<file path="config.mk">
export PLATFORM = sky130hd
export DESIGN_NAME = effect_select_stream
export DESIGN_NICKNAME = d
export VERILOG_FILES = /design/src/rtl/effect_select_stream_pkg.sv /design/src/rtl/pixel_skid_buffer.sv /design/src/rtl/effect_select_stream.sv
export SDC_FILE = /design/constraint.sdc
export NUM_CORES = 1
export LEC_CHECK = 0
export ABC_AREA = 1
export CORE_MARGIN = 2
export CORE_UTILIZATION = 35
export DETAILED_ROUTE_END_ITERATION = 10
export GPL_TIMING_DRIVEN = 0
export HOLD_SLACK_MARGIN = 0.12
export PLACE_DENSITY = 0.75
export REMOVE_ABC_BUFFERS = 1
export SLEW_MARGIN = 20
export SYNTH_ARGS = -nofsm -noshare
export SYNTH_HDL_FRONTEND = slang
export SYNTH_SLANG_ARGS = --single-unit
export TNS_END_PERCENT = 20
</file>
<file path="constraint.sdc">
create_clock -name clk -period 2.3 [get_ports clk]
set_clock_uncertainty 0.2 [all_clocks]
set_input_delay 0.46 -clock clk [delete_from_list [all_inputs] [get_ports clk]]
set_output_delay 0.46 -clock clk [all_outputs]
set_load 0.1 [all_outputs]
</file>
<file path="src/rtl/effect_select_stream_pkg.sv">
// Shared constants and FSM encoding for the effect-select stream stage.
package effect_select_stream_pkg;

  localparam int unsigned PIXEL_W_DEF     = 24;
  localparam int unsigned NUM_EFFECTS_DEF = 4;
  localparam int unsigned SEL_W_DEF       = 8;
  localparam int unsigned CNT_W_DEF       = 16;

  // Lane indices of the fixed effect kernels
  localparam int unsigned EFFECT_GRAYSCALE = 0;
  localparam int unsigned EFFECT_THRESHOLD = 1;

  typedef enum logic {
    ST_WAIT_SOF = 1'b0,
    ST_IN_FRAME = 1'b1
  } state_e;

endpackage

</file>
<file path="src/rtl/pixel_skid_buffer.sv">
// Generic 2-entry valid/ready register slice; ready_o is registered and
// depends only on skid occupancy, so out_ready never reaches ready_o combinationally.
module pixel_skid_buffer #(
  parameter int unsigned W = 8
) (
  input  logic         clk,
  input  logic         resetn,
  input  logic [W-1:0] data_i,
  input  logic         valid_i,
  output logic         ready_o,
  output logic [W-1:0] data_o,
  output logic         valid_o,
  input  logic         ready_i
);

  logic [W-1:0] main_q, main_d;
  logic [W-1:0] skid_q, skid_d;
  logic         main_v_q, main_v_d;
  logic         skid_v_q, skid_v_d;
  logic         ready_q, ready_d;
  logic         push;

  always_comb begin
    main_d   = main_q;
    main_v_d = main_v_q;
    skid_d   = skid_q;
    skid_v_d = skid_v_q;
    push     = valid_i & ready_q;
    if (!main_v_q || ready_i) begin
      // Output register advances: refill from skid first to keep order
      if (skid_v_q) begin
        main_d   = skid_q;
        main_v_d = 1'b1;
        skid_v_d = 1'b0;
      end else begin
        main_v_d = push;
        if (push) main_d = data_i;
      end
    end else if (push) begin
      skid_d   = data_i;
      skid_v_d = 1'b1;
    end
    ready_d = ~skid_v_d;
  end

  always_ff @(posedge clk or negedge resetn) begin
    if (!resetn) begin
      main_q   <= '0;
      skid_q   <= '0;
      main_v_q <= 1'b0;
      skid_v_q <= 1'b0;
      ready_q  <= 1'b0;
    end else begin
      main_q   <= main_d;
      skid_q   <= skid_d;
      main_v_q <= main_v_d;
      skid_v_q <= skid_v_d;
      ready_q  <= ready_d;
    end
  end

  assign ready_o = ready_q;
  assign data_o  = main_q;
  assign valid_o = main_v_q;

endmodule

</file>
<file path="src/rtl/effect_select_stream.sv">
// Frame-aligned effect lane selector: select latched on SOF, lane mux,
// drop/frame counters, and a registered skid stage toward the video output.
module effect_select_stream
  import effect_select_stream_pkg::*;
#(
  parameter int unsigned PIXEL_W     = PIXEL_W_DEF,
  parameter int unsigned NUM_EFFECTS = NUM_EFFECTS_DEF,
  parameter int unsigned SEL_W       = SEL_W_DEF,
  parameter int unsigned CNT_W       = CNT_W_DEF
) (
  input  logic                           clk,
  input  logic                           resetn,
  input  logic [SEL_W-1:0]               sel_req,
  input  logic [NUM_EFFECTS*PIXEL_W-1:0] in_data,
  input  logic                           in_valid,
  input  logic                           in_sof,
  input  logic                           in_eol,
  output logic                           in_ready,
  output logic [PIXEL_W-1:0]             out_data,
  output logic                           out_valid,
  output logic                           out_sof,
  output logic                           out_eol,
  input  logic                           out_ready,
  output logic [SEL_W-1:0]               active_sel,
  output logic                           sel_err,
  output logic [CNT_W-1:0]               drop_cnt,
  output logic [CNT_W-1:0]               frame_cnt
);

  localparam int unsigned LANE_W = (NUM_EFFECTS > 1) ? $clog2(NUM_EFFECTS) : 1;
  localparam int unsigned PAY_W  = PIXEL_W + 2;
  localparam logic [SEL_W-1:0] SEL_LIMIT = SEL_W'(NUM_EFFECTS);

  state_e             state_q, state_d;
  logic [SEL_W-1:0]   active_sel_q, active_sel_d;
  logic [LANE_W-1:0]  lane_q, lane_d;
  logic               sel_err_q, sel_err_d;
  logic [CNT_W-1:0]   drop_cnt_q, drop_cnt_d;
  logic [CNT_W-1:0]   frame_cnt_q, frame_cnt_d;

  logic               skid_ready;
  logic               accept;
  logic               sof_beat;
  logic               push;
  logic               sel_in_range;
  logic [LANE_W-1:0]  req_lane;
  logic [LANE_W-1:0]  beat_lane;
  logic [PIXEL_W-1:0] beat_pix;
  logic [PAY_W-1:0]   push_pay;
  logic [PAY_W-1:0]   out_pay;

  // Out-of-range selects fall back to the grayscale lane
  always_comb begin
    sel_in_range = (sel_req < SEL_LIMIT);
    req_lane     = sel_in_range ? LANE_W'(sel_req) : LANE_W'(EFFECT_GRAYSCALE);
    accept       = in_valid & skid_ready;
    sof_beat     = accept & in_sof;
    beat_lane    = sof_beat ? req_lane : lane_q;
    beat_pix     = in_data[beat_lane*PIXEL_W +: PIXEL_W];
    push_pay     = {in_sof, in_eol, beat_pix};
  end

  always_comb begin
    state_d      = state_q;
    active_sel_d = active_sel_q;
    lane_d       = lane_q;
    sel_err_d    = sel_err_q;
    drop_cnt_d   = drop_cnt_q;
    frame_cnt_d  = frame_cnt_q;
    push         = 1'b0;
    case (state_q)
      ST_WAIT_SOF: begin
        if (accept) begin
          if (in_sof) begin
            push    = 1'b1;
            state_d = ST_IN_FRAME;
          end else if (drop_cnt_q != '1) begin
            drop_cnt_d = drop_cnt_q + CNT_W'(1);
          end
        end
      end
      ST_IN_FRAME: push = accept;
      default:     state_d = ST_WAIT_SOF;
    endcase
    if (sof_beat) begin
      active_sel_d = sel_req;
      lane_d       = req_lane;
      frame_cnt_d  = frame_cnt_q + CNT_W'(1);
      if (!sel_in_range) sel_err_d = 1'b1;
    end
  end

  always_ff @(posedge clk or negedge resetn) begin
    if (!resetn) begin
      state_q      <= ST_WAIT_SOF;
      active_sel_q <= '0;
      lane_q       <= '0;
      sel_err_q    <= 1'b0;
      drop_cnt_q   <= '0;
      frame_cnt_q  <= '0;
    end else begin
      state_q      <= state_d;
      active_sel_q <= active_sel_d;
      lane_q       <= lane_d;
      sel_err_q    <= sel_err_d;
      drop_cnt_q   <= drop_cnt_d;
      frame_cnt_q  <= frame_cnt_d;
    end
  end

  pixel_skid_buffer #(
    .W (PAY_W)
  ) u_skid (
    .clk     (clk),
    .resetn  (resetn),
    .data_i  (push_pay),
    .valid_i (push),
    .ready_o (skid_ready),
    .data_o  (out_pay),
    .valid_o (out_valid),
    .ready_i (out_ready)
  );

  assign in_ready   = skid_ready;
  assign out_sof    = out_pay[PAY_W-1];
  assign out_eol    = out_pay[PAY_W-2];
  assign out_data   = out_pay[PIXEL_W-1:0];
  assign active_sel = active_sel_q;
  assign sel_err    = sel_err_q;
  assign drop_cnt   = drop_cnt_q;
  assign frame_cnt  = frame_cnt_q;

endmodule
</file>
### Yosys cells after proc, flatten, opt, wreduce, memory -nomap -nowiden

Cells that the tools add are included.

* output and inout port bits: 69
* logic and storage cells: 43
* input port bits: 110
* flip-flop bits (word level): 99

* muxes and demuxes: 11
* order comparisons: 1
* reduce and logical (&&, ||, !) cells: 7
* shifts and indexed selects: 1
* multiply operators: 1
* bitwise operators: 8
* eq/ne operators: 1
* $add $sub $neg: 2

Operators by type and width (number)
* variable part select 96 x 8 -> 24 bit: 1
* 2-to-1 mux 26 bit: 2
* adder 16 x 1 -> 16 bit (second input constant): 2
* != test 16 bit (second input constant): 1
* less-than comparator 8 x 3 -> 1 bit (second input constant): 1
* 2-to-1 mux 1 bit: 6
* AND reduction 2 bit: 3
* NOT 1 bit: 5
* multiplier 2 x 2 -> 4 bit (second input constant): 1
* 2-to-1 mux 2 bit: 2
* AND reduction 4 bit: 1
* bitwise AND 1 bit: 3
* one-hot mux 1 bit (2 select lines): 1
* nonzero test 2 bit: 1
* logical NOT 1 bit: 1
* logical OR 1 bit: 1

### Longest topological paths before layout

Gate-level depths: netlist (run 1).

* word-level depth: 7
* depth in mapped cells: 12

### Hierarchy

Synthesis (run 1) repeated with hierarchy kept, for this count alone.

* cell total of the unflattened synthesis: 904
* area, all modules: 6172.2 um^2

Modules (own cells, without submodules)
* effect_select_stream: area an instance 3621.0 um^2, times used 1, sequential area each 1101.1 um^2, cells an instance 588
* pixel_skid_buffer: area an instance 2551.2 um^2, times used 1, sequential area each 1376.3 um^2, cells an instance 316

### Worst setup path before layout (run 1)

No wires, ideal clock.

* path kind: reg-to-reg
* from: reg drop_cnt_q[1] (netlist: drop_cnt[1])
* to: reg drop_cnt_q[9] (netlist: drop_cnt[9])
* stages on the path, launching flop included: 11
* path buffers: 1
* data arrival time: 2.265 ns
* setup slack: -0.329 ns
* library setup time: 0.164 ns
* cells stage by stage: dfrtp_1 -> ha_1 -> nand2_1 -> nor2_1 -> nand2_1 -> nor2_1 -> nand2_1 -> nand2_1 -> buf_4 -> nor2_1 -> xor2_1

* word-level cells in the longest chain between the ends: 2
* elaborated cells between the ends (all ways): 3

RTL lines
* from (decl): line effect_select_stream.sv:38 `logic [CNT_W-1:0] drop_cnt_q, drop_cnt_d;`
* from (signal assigned): line effect_select_stream.sv:106 `drop_cnt_q <= drop_cnt_d;`
* parallel branches: the longest is 2 deep, another holds adder 16 x 1 -> 16 bit

Several ways; the timed one is not identified.
A chain may end at the register's enable or synchronous reset.

### Final worst setup path (run 1)

* from: reg drop_cnt_q[2] (netlist: drop_cnt[2])
* to: out drop_cnt[2]

RTL lines
* to (decl): line effect_select_stream.sv:26 `output logic [CNT_W-1:0] drop_cnt,`

No word-level cell between the ends.

==> results.cfg, run 1 <==
[cells_and_area]
fin_nets = 1015
drive_gt1_frac = 0.102
final_common_cell = nand2_1
layout.cells.most_common_list = nand2_1, nand3_1, clkdlybuf4s50_1
antenna_cells = 0
syn_to_final_growth_pct = 48.4
fin_util = 0.524

[setup_path]
critPathRequiredTime_ns = 1.64
cp_num_buf_inv = 1
path_class = reg2out
crit_family = buffers and inverters
cp_max_fo = 5
cp-end-kind = output port
critPathArrivalTime_ns = 1.60
max_stage_delay_ns = 0.84
cp-start-kind = flip-flop
cp_slowest_cell = clkdlybuf4s15_1
crit_path_cell_trace = clkdlybuf4s15_1

[sta]
layout_setup_ws_ns = 0.0444
max_freq_ghz = 0.443
report.final.slew_viol_count = 0
rsz0062_at_grt = yes
fin_crit_sh = 0.981
fin_crit_ns = 2.26
hold-worst-slack_ns = 0.229
hold_viol_final = 0
worst_slew_pin_slew_ns = 1.00
slew_headroom = 0.333
tns_ns = 0
setup-violations-final = 0

[clocking]
cts_sinks = 99
htree_levels = 3
numCtsBuffers = 9
clockBufferDepth = 2
cts_tree = yes
clkLatencyLatePin_ns = 0.34
root_buffer = clkbuf_16
path_clk_slew_ns = 0.07

[logic_synthesis]
synth-async-reset-ratio = 1.00
syn_area_mm2 = 0.00531
synth_area_per_cell_um2 = 7.40
yosysSeqAreaShare = 0.467
ys_ff_latch = 99
netlist_instances = 718
synth_edf_count = 0
ys_warn_count = 0
synth-main-ff-cell = dfrtp_1
synth.distinct_cells = 29

[global_route]
grt_max_degree = 51
grt.met2_usage = 0.328
grt_usage = 0.197
grt_pass1_vias = 5003
grt_remaining_overflow = 0
grt_pass1_wl_um = 25200
grt_busiest_layer = met2
antenna_found_initial = 0
grt_util_met1 = 0.257
grtUsageMet3 = 0.0364

[status]
status = completed

[drt]
wl_per_cell_um = 14.6
viasPerCell = 4.87
drc = 0
drt_iter0_markers = 276
ant_nets = 0
dr.pass1.iters = 4
drt_wl_total_um = 16000
vias = 5339

[place]
portBuffers = 178
place_ws_ns = -1.54
routabilityCongestion = 0.764
dp.final_hpwl_um = 10100

[power_and_ir_drop]
ir_drop_mv = 0.527
p_per_area_mw_per_mm2 = 913
power.leakage_nw = 3.84

[floorplanning]
die_w_um = 127
initial_core_util = 0.353
std_cell_rows = 45
fp.dieH_um = 127
die_area_mm2 = 0.0162
ios = 179
coreArea_mm2 = 0.0150

[run]
cap_violations = 0

[worst_hold_path]
hp-class = in2reg
==> routing by layer <==
layer	part of all wire	wire [um]
met1	0.45	7180
met4	0.019	302
met5	0	0
met2	0.47	7610
met3	0.058	937
==> worst paths after layout <==
check / startpoint / to / slack [ns] / cells past startpoint
setup reg to reg: u_skid.ready_o$_DFF_PN0_ / u_skid.data_o[2]$_DFFE_PN0P_ / 0.22 / 8
hold / removal: sel_req[4] / active_sel[4]$_DFFE_PN0N_ / 0.23 / 3
setup / recovery: drop_cnt[2]$_DFFE_PN0P_ / drop_cnt[2] / 0.04 / 1
max in group asynchronous: resetn / u_skid.data_o[2]$_DFFE_PN0P_ / 0.85 / 3
hold reg to reg: active_sel[0]$_DFFE_PN0N_ / active_sel[0]$_DFFE_PN0N_ / 0.27 / 2
min in group asynchronous: resetn / frame_cnt[12]$_DFFE_PN0N_ / 0.44 / 2
==> stage by stage <==
stage	cells	total power, mW	instance area [um2]
after CTS	1081	7.25	7690
after floorplan	682	4.93	5130
after global placement	1048	5.89	7150
after global routing	1096	7.54	7880
after detailed placement	1052	5.93	7270
final	1096	7.19	7880
==> state kept, by name, summed over array words and instances, names as in the netlist, 2 cells and up <==
| register | count |
|---|---|
| active_sel | 8 |
| frame_cnt | 16 |
| lane_q | 2 |
| drop_cnt | 16 |
| u_skid.skid_q | 26 |
| u_skid.data_o | 26 |
==> synth_stat cells (2+ instances only) <==
cell type,count,area [um2]
nand2_1,216,811
nand3_1,132,661
dfrtp_1,99,2480
nor2_1,80,300
inv_1,52,195
a21oi_1,25,125
xor2_1,20,175
a31oi_1,15,93.8
clkbuf_1,14,52.6
buf_2,10,50.1
o21ai_0,8,40.0
buf_4,6,45.0
buf_1,5,18.8
nand4_1,5,31.3
nor3_1,5,25.0
xnor2_1,5,43.8
inv_2,4,15.0
nand3b_1,3,22.5
ha_1,2,25.0
nor2_2,2,12.5
nor3b_1,2,15.0
==> final cells by class <==
| type | count | area (um2) |
|---|---|---|
| Fill cell | 1473 | 7150 |
| Multi-Input combinational cell | 530 | 2610 |
| Sequential cell | 99 | 2480 |
| Timing Repair Buffer | 207 | 2050 |
| Clock buffer | 12 | 256 |
| Tap cell | 188 | 235 |
| Inverter | 56 | 234 |
| Clock inverter | 4 | 25.0 |
==> power by group <==
| group | internal, mW | total [mW] | leakage [nW] | switching [mW] |
|---|---|---|---|---|
| clock network | 0.790 | 1.43 | 0.135 | 0.642 |
| logic | 0.733 | 3.34 | 2.50 | 2.60 |
| registers | 2.14 | 2.42 | 1.20 | 0.281 |
==> repair_timing <==
action | in CTS | in global routing
cloned | 3 | 4
setup buffers | 9 | 11
setup endpoints to repair | 131 | 77
hold buffers | 1 | 0
hold endpoints to repair | 49 | 0
resized for setup | 119 | 40
pin swaps | 7 | 9
==> cell families after synthesis <==
| kind of cell | share of synthesized area |
|---|---|
| simple gates | 0.360 |
| flops | 0.467 |
| compound gates | 0.0542 |
| buf+inv | 0.0730 |
| fa+ha+maj | 0.00471 |
| xor+xnor | 0.0412 |
Note: power is estimated with default switching activity, not from simulation.
==> run 2, diff against run 1 <==
--- a/config.mk
+++ b/config.mk
@@ -11,10 +11,10 @@
 export DETAILED_ROUTE_END_ITERATION = 10
 export GPL_TIMING_DRIVEN = 0
 export HOLD_SLACK_MARGIN = 0.12
-export PLACE_DENSITY = 0.75
+export PLACE_DENSITY = 0.73
 export REMOVE_ABC_BUFFERS = 1
-export SLEW_MARGIN = 20
 export SYNTH_ARGS = -nofsm -noshare
 export SYNTH_HDL_FRONTEND = slang
+export SYNTH_HIERARCHICAL = 1
 export SYNTH_SLANG_ARGS = --single-unit
 export TNS_END_PERCENT = 20
==> run 2 against run 1 <==
Effect of this change: sequential share of layout area decreased by 2.7 points; wire length increased by 19%; flip-flop and latch count unchanged; register-to-register slack got worse by 0.10 ns; sequential power increased by 7%; via count increased by 17%; maximum frequency decreased by 0.42%; setup slack got worse by 0.0095 ns; non-clock buffer count unchanged; synthesized cell count increased by 26%; cell count increased by 20%; synthesized area increased by 16%; critical path type unchanged.
==> results.cfg, run 2 <==
[clocking]
path_clk_slew_ns = 0.07
cts_sinks = 99
htree_levels = 3
numCtsBuffers = 9
clockBufferDepth = 2
clkLatencyLatePin_ns = 0.36
cts_tree = yes
root_buffer = clkbuf_16

[worst_hold_path]
hp-class = in2reg
hold_start = in_sof

[power_and_ir_drop]
clkPwrFrac = 0.192
pwr-share-seq = 0.331
p_int_mw = 3.80
power_mw = 7.81
switching_share = 0.513
p_per_area_mw_per_mm2 = 904
ir_drop_mv = 0.498
switchingPower_mw = 4.01
combPwrFrac = 0.476
power.leakage_nw = 4.60

[setup_path]
crit_end = drop_cnt[4]
crit_family = buffers and inverters
ff2ff_setup_slack_ns = 0.12
cp-end-kind = output port
cp.depth = 1
cp_slowest_cell = clkdlybuf4s15_1
cp-start-kind = flip-flop
path_class = reg2out
cp_max_fo = 4
rr_worst_depth = 12
timing.rr.end = u_skid/data_o[18]$_DFFE_PN0P_
max_stage_delay_ns = 0.84
cp_num_buf_inv = 1
rr_startpoint = u_skid/ready_o$_DFF_PN0_
critPathRequiredTime_ns = 1.64
crit_start = drop_cnt[4]$_DFFE_PN0P_
critPathArrivalTime_ns = 1.61
crit_path_cell_trace = clkdlybuf4s15_1

[sta]
fin_crit_sh = 0.985
hold_viol_final = 0
fin_crit_ns = 2.27
slew_headroom = 0.321
max_freq_ghz = 0.441
hold-worst-slack_ns = 0.249
rsz0062_at_grt = yes
layout_setup_ws_ns = 0.0349
worst_slew_pin_slew_ns = 1.02
setup-violations-final = 0
report.final.slew_viol_count = 0
tns_ns = 0

[cells_and_area]
antenna_cells = 0
syn_to_final_growth_pct = 40.0
layout.cells.most_common_list = nand2_1, nand3_1, inv_1
final_common_cell = nand2_1
drive_gt1_frac = 0.112
fin_nets = 1199
instances_no_fill = 1317
final_area_mm2 = 0.00864
fin_util = 0.499

[logic_synthesis]
netlist_instances = 904
synth.distinct_cells = 30
ys_ff_latch = 99
yosys-top-cells-count = nand2_1, nand3_1, inv_1
yosysMostFrequentCell = nand2_1
ys_top_cells_by_area = dfrtp_1, nand2_1, nand3_1
synth_top_area_cell = dfrtp_1
synth_edf_count = 0
synth-async-reset-ratio = 1.00
syn_area_mm2 = 0.00617
yosysSeqAreaShare = 0.401
synth_area_per_cell_um2 = 6.83
ys_warn_count = 6
synth.top_cell.area_share = 0.401
synth-main-ff-cell = dfrtp_1

[floorplanning]
die_w_um = 137
die_area_mm2 = 0.0187
initial_core_util = 0.357
fp.dieH_um = 137
coreArea_mm2 = 0.0173
ios = 179
std_cell_rows = 48

[status]
status = completed

[place]
dp.final_hpwl_um = 11400
place_ws_ns = -1.87
portBuffers = 178
routabilityCongestion = 0.837
postPlaceCellArea_mm2 = 0.00802
dp_cells = 1270

[drt]
wl_per_cell_um = 14.4
dr.pass1.iters = 6
drt_wl_total_um = 19000
drc = 0
drt_iter0_markers = 335
ant_nets = 0
vias = 6225
viasPerCell = 4.73

[run]
cap_violations = 0

[global_route]
antenna_found_initial = 0
grt_pass1_vias = 5736
grt_usage = 0.203
grt_remaining_overflow = 0
grt_pass1_wl_um = 29400
grt_max_degree = 63
run 2: worst min-delay path by stage:
stage                                    end  depth (start not counted)  slack (ns)
2_1_floorplan      active_sel[0]$_DFFE_PN0N_                          0       -0.04
3_3_place_gp               state_q$_DFF_PN0_                          2        0.25
3_5_place_dp               state_q$_DFF_PN0_                          2        0.25
4_1_cts                    state_q$_DFF_PN0_                          2        0.27
5_1_grt        u_skid/skid_q[25]$_DFFE_PN0P_                          3        0.28
6_report       u_skid/skid_q[25]$_DFFE_PN0P_                          3        0.25
run 2: routing by layer:
metal,share of wire,vias to the layer above,routed length [um],global-route usage
met5,0,-,0,0
met4,0.013,0,255,0.0510
met3,0.060,18,1140,0.0381
met2,0.49,187,9330,0.357
met1,0.44,2902,8300,0.256
li1,-,3118,-,-
run 2: cell type report:
| type | instances | area [um2] |
|---|---|---|
| clock buffers | 9 | 225 |
| clock inverters | 7 | 61.3 |
| fillers | 1737 | 8660 |
| inverters | 125 | 479 |
| multi-input cells | 645 | 3060 |
| flip-flops and latches | 99 | 2480 |
| well taps | 225 | 282 |
| repair buffers | 207 | 2050 |
run 2: repair_timing:
action / in CTS / in global routing
setup endpoints to repair: 145 / 64
buffers inserted: 9 / 14
pin swaps: 5 / 6
gates cloned: 4 / 3
endpoints found under the hold margin: 37 / 0
resized for setup: 133 / 34
hold buffers: 1 / 0
run 2: kinds of logic (layout without fill, tap and decap cells):
| kind of cell | after synthesis | after routing | share of synthesized area |
|---|---|---|---|
| AND/OR/NAND/NOR | 597 | 601 | 0.415 |
| buffers and inverters | 165 | 348 | 0.127 |
| flip-flops | 99 | 99 | 0.401 |
| AO/OA/AOI/OAI | 21 | 22 | 0.0241 |
| XOR/XNOR | 20 | 20 | 0.0284 |
| adder cells (fa/ha/maj) | 2 | 2 | 0.00405 |
run 2: power by group through the flow:
stage	clock [mW]	sequential (mW)	combinational [mW]
global placement	0	2.60	3.82
CTS	1.53	2.58	3.71
global route	1.60	2.66	3.94
floorplan	0	4.57	0.750
detailed placement	0	2.60	3.85
finish	1.50	2.59	3.72
==> run 3, diff against run 2 <==
--- a/config.mk
+++ b/config.mk
@@ -13,6 +13,8 @@
 export HOLD_SLACK_MARGIN = 0.12
 export PLACE_DENSITY = 0.73
 export REMOVE_ABC_BUFFERS = 1
+export SKIP_CTS_REPAIR_TIMING = 1
+export SLEW_MARGIN = 0
 export SYNTH_ARGS = -nofsm -noshare
 export SYNTH_HDL_FRONTEND = slang
 export SYNTH_HIERARCHICAL = 1
==> run 3 against run 2 <==
Effect of this change: setup slack worse by 0.019 ns; register-to-register slack improved by 0.08 ns; critical path depth unchanged; maximum frequency fell by 0.81%; largest cell class unchanged; global-route usage shrank 1.6 points; worst hold slack improved by 0.023 ns.
==> results.cfg, run 3 (synthesized netlist as in run 2, its figures left out) <==
[status]
status = completed

[worst_hold_path]
whs_path_depth = 2
holdPathEnd = state_q$_DFF_PN0_
hp-class = reg2reg
hold_start = state_q$_DFF_PN0_

[place]
dp_cells = 1270
place_ws_ns = -1.87
portBuffers = 178
dp.final_hpwl_um = 11400
routabilityCongestion = 0.837

[global_route]
antenna_found_initial = 0
grt_pass1_wl_um = 27700
grt_remaining_overflow = 0
grt_pass1_vias = 5581
grt_max_degree = 63
grt_usage = 0.187

[clocking]
root_buffer = clkbuf_16
numCtsBuffers = 9
clkLatencyLatePin_ns = 0.36
clockBufferDepth = 2
path_clk_slew_ns = 0.07
htree_levels = 3
cts_tree = yes
cts_sinks = 99

[drt]
drt_iter0_markers = 349
ant_nets = 0
dr.pass1.iters = 5
drc = 0
vias = 6192
viasPerCell = 4.72
drt_wl_total_um = 18600
wl_per_cell_um = 14.2

[setup_path]
crit_path_cell_trace = dlymetal6s2s_1
cp-start-kind = flip-flop
cp_num_buf_inv = 1
critPathArrivalTime_ns = 1.62
cp-end-kind = output port
crit_family = buffers and inverters
timing.rr.end = u_skid/data_o[12]$_DFFE_PN0P_
critPathRequiredTime_ns = 1.64
rr_startpoint = u_skid/ready_o$_DFF_PN0_
ff2ff_setup_slack_ns = 0.20
cp_max_fo = 3
rr_worst_depth = 12
max_stage_delay_ns = 0.81
cp_slowest_cell = dlymetal6s2s_1
path_class = reg2out
cp.depth = 1

[sta]
slew_headroom = 0.307
report.final.slew_viol_count = 0
setup-violations-final = 0
rsz0062_at_grt = yes
max_freq_ghz = 0.438
layout_setup_ws_ns = 0.0163
worst_slew_pin_slew_ns = 1.04
fin_crit_ns = 2.28
fin_crit_sh = 0.993
hold_viol_final = 0

[power_and_ir_drop]
switchingPower_mw = 4.00
pwr-share-seq = 0.326
clkPwrFrac = 0.189
power.leakage_nw = 5.28
switching_share = 0.504
combPwrFrac = 0.485
ir_drop_mv = 0.554
p_int_mw = 3.93
p_per_area_mw_per_mm2 = 902

[floorplanning]
initial_core_util = 0.357
coreArea_mm2 = 0.0173
die_area_mm2 = 0.0187
ios = 179
fp.dieH_um = 137
std_cell_rows = 48
die_w_um = 137

[cells_and_area]
nFillCells = 1705
fin_util = 0.509
fin_nets = 1193
drive_gt1_frac = 0.0801
layout.cells.most_common_list = nand2_1, nand3_1, inv_1
final_common_cell = nand2_1
antenna_cells = 0
instances_no_fill = 1311
syn_to_final_growth_pct = 42.6

[run]
cap_violations = 0
-- run 3: power groups by stage --
stage	registers, mW	logic (mW)	clock network [mW]
finish	2.58	3.85	1.50
global route	2.66	4.06	1.60
CTS	2.59	3.86	1.53
detailed placement	2.60	3.85	0
global placement	2.60	3.82	0
floorplan	4.57	0.750	0
-- run 3: metal layers --
| metal | vias to the layer above | wire (um) | share of wire | global-route usage |
|---|---|---|---|---|
| met2 | 181 | 9220 | 0.49 | 0.322 |
| li1 | 3110 | - | - | - |
| met4 | 0 | 207 | 0.011 | 0.0498 |
| met3 | 14 | 1150 | 0.061 | 0.0407 |
| met1 | 2887 | 8070 | 0.43 | 0.237 |
| met5 | - | 0 | 0 | 0 |
-- run 3: worst register-to-register path: stages (launching register included) --
cell     delay, ns
dfrtp_2       0.44
nand3_4       0.17
inv_4         0.20
nand2_4       0.12
nor2_4        0.20
nor2_4        0.07
buf_12        0.15
nand3_1       0.08
nand2_1       0.10
nand2_1       0.09
nand2_1       0.05
nand3_1       0.06
nand2_1       0.06
-- run 3: metrics by stage --
step	area (um2)	power, mW	TNS [ns]	hold slack (ns)
after CTS	8310	7.98	-87.23	-0.106
after global placement	7930	6.41	-508.70	0.250
after global routing	8800	8.31	-0.0901	0.294
final	8800	7.94	0	0.273
after floorplan	5870	5.32	-111.63	-0.0356
after detailed placement	8020	6.46	-98.59	0.252
-- run 3: worst max-delay path by stage --
stage                                    end                       start  slack (ns)
5_1_grt                            out_valid  u_skid/valid_o$_DFFE_PN0P_       -0.02
6_report                           out_valid  u_skid/valid_o$_DFFE_PN0P_        0.02
2_1_floorplan   u_skid/data_o[0]$_DFFE_PN0P_    u_skid/ready_o$_DFF_PN0_       -2.11
3_3_place_gp   u_skid/data_o[11]$_DFFE_PN0P_                      in_sof       -3.40
4_1_cts        u_skid/data_o[17]$_DFFE_PN0P_                      in_sof       -1.46
3_5_place_dp   u_skid/data_o[19]$_DFFE_PN0P_                      in_sof       -1.87
-- run 3: final cells by class --
cell class              instances  area [um2]  share of cell area
flip-flops and latches         99        2480               0.282
multi-input cells             646        3070               0.349
repair buffers                200        2200               0.250
inverters                     125         477              0.0542
well taps                     225         282              0.0320
clock inverters                 7        61.3             0.00697
clock buffers                   9         225              0.0256
